===== src/rtl/logic_unit_arbiter.sv =====
// logic_unit_arbiter
//   Two-requester front end for a small logic/shift unit. In IDLE one pending
//   requester is granted: a lone valid wins, and when both are valid the
//   round-robin pointer decides. The operands are captured on the accept edge.
//   EXEC computes the result and flags into the response registers, and RESP
//   holds them until the consumer takes them. Each operation therefore takes
//   at least three cycles.
//
// Ports
//   clk, rst                    clock, synchronous active-high reset
//   reqX_valid / reqX_ready     request handshake (X = 0, 1); ready is combinational
//   reqX_a, reqX_b, reqX_op     operands and operation code
//   rsp_valid / rsp_ready       response handshake
//   rsp_id, rsp_result          issuing requester and result
//   rsp_N, rsp_Z, rsp_C, rsp_V  negative, zero, carry and overflow flags
module logic_unit_arbiter #(
    parameter int Nbit = 8
) (
    input  logic            clk,
    input  logic            rst,
    input  logic            req0_valid,
    output logic            req0_ready,
    input  logic [Nbit-1:0] req0_a,
    input  logic [Nbit-1:0] req0_b,
    input  logic [2:0]      req0_op,
    input  logic            req1_valid,
    output logic            req1_ready,
    input  logic [Nbit-1:0] req1_a,
    input  logic [Nbit-1:0] req1_b,
    input  logic [2:0]      req1_op,
    output logic            rsp_valid,
    input  logic            rsp_ready,
    output logic            rsp_id,
    output logic [Nbit-1:0] rsp_result,
    output logic            rsp_N,
    output logic            rsp_Z,
    output logic            rsp_C,
    output logic            rsp_V
);
    localparam logic [1:0] IDLE = 2'd0;
    localparam logic [1:0] EXEC = 2'd1;
    localparam logic [1:0] RESP = 2'd2;

    logic [1:0]      state_q, state_d;
    logic            ptr_q, ptr_d;
    logic            id_q, id_d;
    logic [Nbit-1:0] a_q, a_d, b_q, b_d;
    logic [2:0]      op_q, op_d;
    logic            rid_q, rid_d;
    logic [Nbit-1:0] res_q, res_d;
    logic            n_q, n_d, z_q, z_d, c_q, c_d, v_q, v_d;

    logic            gnt0, gnt1;
    logic [Nbit-1:0] alu_res;
    logic            alu_n, alu_z, alu_c, alu_v;
    logic [Nbit:0]   shl_w, shr_w;
    logic            big_cnt;

    // When both requesters are valid, the pointer breaks the tie. The two
    // grants are mutually exclusive by construction.
    always_comb begin
        gnt0 = req0_valid && (!req1_valid || !ptr_q);
        gnt1 = req1_valid && (!req0_valid ||  ptr_q);
        req0_ready = !rst && (state_q == IDLE) && gnt0;
        req1_ready = !rst && (state_q == IDLE) && gnt1;
    end

    // Both shifts are widened by one bit. The extra bit catches the last bit
    // shifted out: bit Nbit for a left shift, bit 0 for a right shift. A
    // shift count of zero leaves that bit clear, so C is 0.
    always_comb begin
        shl_w   = {1'b0, a_q} << b_q;
        shr_w   = {a_q, 1'b0} >> b_q;
        big_cnt = (b_q >= Nbit'(Nbit));
        alu_res = '0;
        alu_c   = 1'b0;
        alu_v   = 1'b0;
        case (op_q)
            3'b000: alu_res = a_q & b_q;
            3'b001: alu_res = a_q | b_q;
            3'b010: alu_res = a_q ^ b_q;
            3'b011: begin
                if (big_cnt) begin
                    alu_v = 1'b1;
                end else begin
                    alu_res = shl_w[Nbit-1:0];
                    alu_c   = shl_w[Nbit];
                end
            end
            3'b100: begin
                if (big_cnt) begin
                    alu_v = 1'b1;
                end else begin
                    alu_res = shr_w[Nbit:1];
                    alu_c   = shr_w[0];
                end
            end
            default: alu_res = '0;
        endcase
        // Reserved op codes report every flag clear, Z included.
        alu_n = (op_q <= 3'b100) && alu_res[Nbit-1];
        alu_z = (op_q <= 3'b100) && (alu_res == '0);
    end

    always_comb begin
        state_d = state_q;
        ptr_d   = ptr_q;
        id_d    = id_q;
        a_d     = a_q;
        b_d     = b_q;
        op_d    = op_q;
        rid_d   = rid_q;
        res_d   = res_q;
        n_d     = n_q;
        z_d     = z_q;
        c_d     = c_q;
        v_d     = v_q;
        case (state_q)
            IDLE: begin
                if (gnt0 || gnt1) begin
                    a_d     = gnt1 ? req1_a  : req0_a;
                    b_d     = gnt1 ? req1_b  : req0_b;
                    op_d    = gnt1 ? req1_op : req0_op;
                    id_d    = gnt1;
                    state_d = EXEC;
                end
            end
            EXEC: begin
                res_d   = alu_res;
                n_d     = alu_n;
                z_d     = alu_z;
                c_d     = alu_c;
                v_d     = alu_v;
                rid_d   = id_q;
                state_d = RESP;
            end
            RESP: begin
                if (rsp_ready) begin
                    ptr_d   = ~rid_q;
                    state_d = IDLE;
                end
            end
            default: state_d = IDLE;
        endcase
    end

    always_ff @(posedge clk) begin
        if (rst) begin
            state_q <= IDLE;
            ptr_q   <= 1'b0;
            id_q    <= 1'b0;
            a_q     <= '0;
            b_q     <= '0;
            op_q    <= '0;
            rid_q   <= 1'b0;
            res_q   <= '0;
            n_q     <= 1'b0;
            z_q     <= 1'b0;
            c_q     <= 1'b0;
            v_q     <= 1'b0;
        end else begin
            state_q <= state_d;
            ptr_q   <= ptr_d;
            id_q    <= id_d;
            a_q     <= a_d;
            b_q     <= b_d;
            op_q    <= op_d;
            rid_q   <= rid_d;
            res_q   <= res_d;
            n_q     <= n_d;
            z_q     <= z_d;
            c_q     <= c_d;
            v_q     <= v_d;
        end
    end

    assign rsp_valid  = (state_q == RESP);
    assign rsp_id     = rid_q;
    assign rsp_result = res_q;
    assign rsp_N      = n_q;
    assign rsp_Z      = z_q;
    assign rsp_C      = c_q;
    assign rsp_V      = v_q;
endmodule


===== config.mk =====
export PLATFORM = sky130hd
export DESIGN_NAME = logic_unit_arbiter
export DESIGN_NICKNAME = d
export VERILOG_FILES = /design/src/rtl/logic_unit_arbiter.sv
export SDC_FILE = /design/constraint.sdc
export NUM_CORES = 1
export LEC_CHECK = 0
export CELL_PAD_IN_SITES_DETAIL_PLACEMENT = 0
export CELL_PAD_IN_SITES_GLOBAL_PLACEMENT = 2
export CORE_ASPECT_RATIO = 1.5
export CORE_MARGIN = 3
export CORE_UTILIZATION = 27
export DETAILED_ROUTE_END_ITERATION = 8
export PLACE_DENSITY_LB_ADDON = 0.3
export SLEW_MARGIN = 20
export SYNTH_ARGS = -nofsm -noshare
export SYNTH_HDL_FRONTEND = slang
export SYNTH_SLANG_ARGS = --single-unit
export TNS_END_PERCENT = 50

===== constraint.sdc =====
create_clock -name clk -period 1.9 [get_ports clk]
set_input_delay 0.38 -clock clk [delete_from_list [all_inputs] [get_ports clk]]
set_output_delay 0.38 -clock clk [all_outputs]
set_load 0.01 [all_outputs]

==> results of run 1 <==
## worst max-delay path: stages (launching register included)
cell and delay (ns):
dfxtp_4 0.34, buf_6 0.12, ha_4 0.14, mux2_4 0.26
o211ai_1 0.31, nand4_2 0.18, a2111oi_4 0.37, nand3b_1 0.12
o31ai_2 0.17
## flip-flops by register name (all words and copies together), names as in the netlist
name,count
rsp_N,1
state_q,2
op_q,3
id_q,1
a_q,8
rsp_V,1
b_q,8
ptr_q,1
rsp_Z,1
rsp_id,1
rsp_result,8
rsp_C,1
## cell usage in the layout (no fill, tap or decap), drive strengths merged, types with 4 or more instances in the layout
| cell type | Yosys | layout |
|---|---|---|
| a211oi | 18 | 18 |
| a21boi | 6 | 6 |
| a21oi | 16 | 16 |
| a22oi | 5 | 5 |
| a31oi | 4 | 4 |
| buf | 15 | 77 |
| clkbuf | 10 | 8 |
| clkdlybuf4s50 | 0 | 55 |
| dfxtp | 36 | 36 |
| ha | 16 | 16 |
| inv | 19 | 19 |
| mux2 | 7 | 7 |
| mux2i | 29 | 29 |
| mux4 | 6 | 6 |
| nand2 | 18 | 18 |
| nand3 | 8 | 8 |
| nor2 | 27 | 27 |
| o21ai | 16 | 16 |
| o22a | 4 | 4 |
## repair_timing
| item | in CTS | in global routing |
|---|---|---|
| cloned | 0 | 1 |
| buffers inserted | 1 | 4 |
| resized for setup | 41 | 15 |
| setup endpoints to repair | 13 | 12 |
| pin swaps | 12 | 8 |
## worst paths after layout
check	end	slack [ns]	depth (start not counted)
worst max-delay path	rsp_Z	-0.21	8
worst min-delay path	rsp_C	0.45	2
worst max register to register	rsp_Z	-0.21	8
worst min register to register	rsp_C	0.45	2
## layout make-up
class	count	area (µm²)
inverter	20	75.07
sequential	36	734.5
fill	1008	5477
tap	115	143.9
timing repair buffer	133	1164
clock buffer	8	156.4
multi-input combinational	231	1994
## where the power goes
part | switching (W) | internal (W) | leakage (nW)
sequential | 0.0000996 | 0.000836 | 0.299
clock | 0.000320 | 0.000558 | 0.0772
combinational | 0.000631 | 0.000694 | 1.38
## through the flow
step	util	power [W]	instances	setup slack [ns]	cell area (µm²)
2_1_floorplan	-	0.001564	311	-0.07528	2719
3_3_place_gp	0.3959	0.002125	529	-0.3859	3857
3_5_place_dp	0.3959	0.002143	529	-0.4373	3857
4_1_cts	0.4275	0.003114	538	-0.2445	4165
5_1_grt	0.4380	0.003326	543	-0.3651	4268
6_report	0.4380	0.003139	543	-0.2076	4268
## per-layer routing
| layer | vias up | global-route usage | wire length, µm |
|---|---|---|---|
| met3 | 24 | 0.02114 | 211 |
| met5 | - | 0 | 0 |
| li1 | 1395 | - | - |
| met2 | 58 | 0.3139 | 5047 |
| met4 | 0 | 0.07678 | 369 |
| met1 | 1275 | 0.1667 | 3297 |
## kinds of logic (layout without fill, tap and decap cells)
| kind of cell | count (synthesis) | count (layout) | synth area share |
|---|---|---|---|
| flip-flops | 36 | 36 | 0.2663 |
| multiplexers | 42 | 42 | 0.1905 |
| AND/OR/NAND/NOR | 79 | 80 | 0.1521 |
| AO/OA/AOI/OAI | 93 | 93 | 0.2413 |
| adder cells (fa/ha/maj) | 16 | 16 | 0.07397 |
| buffers and inverters | 45 | 161 | 0.07582 |
==> impl_metrics.env, run 1 <==
export IMPL_end_kind="flop"
export IMPL_max_cap_viols=0
export IMPL_netlist_top_cell_by_area="dfxtp_1"
export IMPL_synth_warning_count=0
export IMPL_critPathLaunchType="flop"
export IMPL_leakagePower_nw=1.754
export IMPL_max_slew_headroom=0.7264
export IMPL_fp_dieW_um=87.75
export IMPL_cts_made_buffers=5
export IMPL_arrival_ns=2.31
export IMPL_via_count=2752
export IMPL_io_pin_count=59
export IMPL_gr_usage_all_layers=0.1625
export IMPL_timing_worst_slew_pin_value_ns=0.4105
export IMPL_r2r_start="a_q[3]"
export IMPL_grt_start_max_net_pins=37
export IMPL_clockRootBuffer="clkbuf_16"
export IMPL_cp_startpoint="a_q[3]"
export IMPL_ys_flop_type="dfxtp_1"
export IMPL_hold_class="flop to flop"
export IMPL_clock_latency_of_the_later_clocked_register_in_the_worst_skew_pair_ns=0.29
export IMPL_synth_seq_cells=36
export IMPL_worst_ep_required_time_ns=2.10
export IMPL_route_detailed_wl_per_inst_um=16.44
export IMPL_syn_nets=370
export IMPL_drv_slew=0
export IMPL_holdBufCountCts=0
export IMPL_max_freq_mhz=474.5
export IMPL_core_area_mm2=0.009744
export IMPL_io_buffer_count=58
export IMPL_synthDominantCellAreaShare=0.2663
export IMPL_vdd_drop_max_mv=0.3745
export IMPL_finish_net_count=486
export IMPL_synth_area_leaders="dfxtp_1 (27%), mux2i_1 (11%), ha_1 (7.4%)"
export IMPL_timing_final_ws_setup_ns=-0.2076
export IMPL_final_min_period_over_clock_period=1.109
export IMPL_hpwlAfterDp_mm=6.976
export IMPL_floorplan_initialDensity=0.2777
export IMPL_report_final_hold_viol_count=0
export IMPL_area_of_the_die_mm2=0.01129
export IMPL_layout_drive_gt1_share=0.3294
export IMPL_finalHoldWorstSlack_ns=0.4516
export IMPL_grt_pass1_vias=2744
export IMPL_gpl_final_weighted_congestion=0.9198
export IMPL_synth_enable_flop_cells=0
export IMPL_syn_cell_area_mm2=0.002706
export IMPL_run_status="complete, but fails checks"
export IMPL_diodes=0
export IMPL_die_h_um=128.6
export IMPL_synth_sequential_area_ratio=0.2663
export IMPL_drcViolationCount=0
export IMPL_grt_ovf=0
export IMPL_final_min_clock_period_ns=2.108
export IMPL_cts_tree="yes"
export IMPL_area_growth_pct=57.70
export IMPL_detail_route_wirelength_mm=8.926
export IMPL_grt_setup_unrepaired="yes"
export IMPL_hold_path_startpoint="rsp_C"
export IMPL_clock_tree_buffer_depth=2
export IMPL_fin_tns_setup_ns=-0.4586
export IMPL_antenna_found_initial=0
export IMPL_synthArstFlopShare=0
export IMPL_post_synth_cell_area_avg_um2=8.702
export IMPL_timing_setup_critical_path_class="flop to flop"
export IMPL_worstPathMaxFanout=3
export IMPL_wire_length_of_the_first_global_routing_pass_mm=14.04
export IMPL_synth_most_common_cell="dfxtp_1"
export IMPL_antenna_left=0
export IMPL_clock_skew_final_ns=0.007157
export IMPL_syn_instance_count=311
export IMPL_clock_sinks=36
export IMPL_clk_transition_reported_paths_ns=0.06
export IMPL_cellPowerDensity_mw_per_mm2=735.4
export IMPL_core_rowCount=44
export IMPL_violations="setup timing"
export IMPL_drtIter0Drc=117
export IMPL_viasPerCell=5.068
export IMPL_setup_violations=5
export IMPL_clock_tree_htree_level_count=2
export IMPL_synth_top_cells_by_count="dfxtp_1 (36), mux2i_1 (29), nor2_1 (27)"
export IMPL_ys_types=60
export IMPL_detailedRoute_firstPassIterationCount=4
Power figures use the tool's default switching activity.
==> run 2, diff against run 1 <==
- CTS_CLUSTER_SIZE: unset -> 28
==> results of run 2 <==
Same layout as run 1: the final DEF is identical, and so are final timing and power.
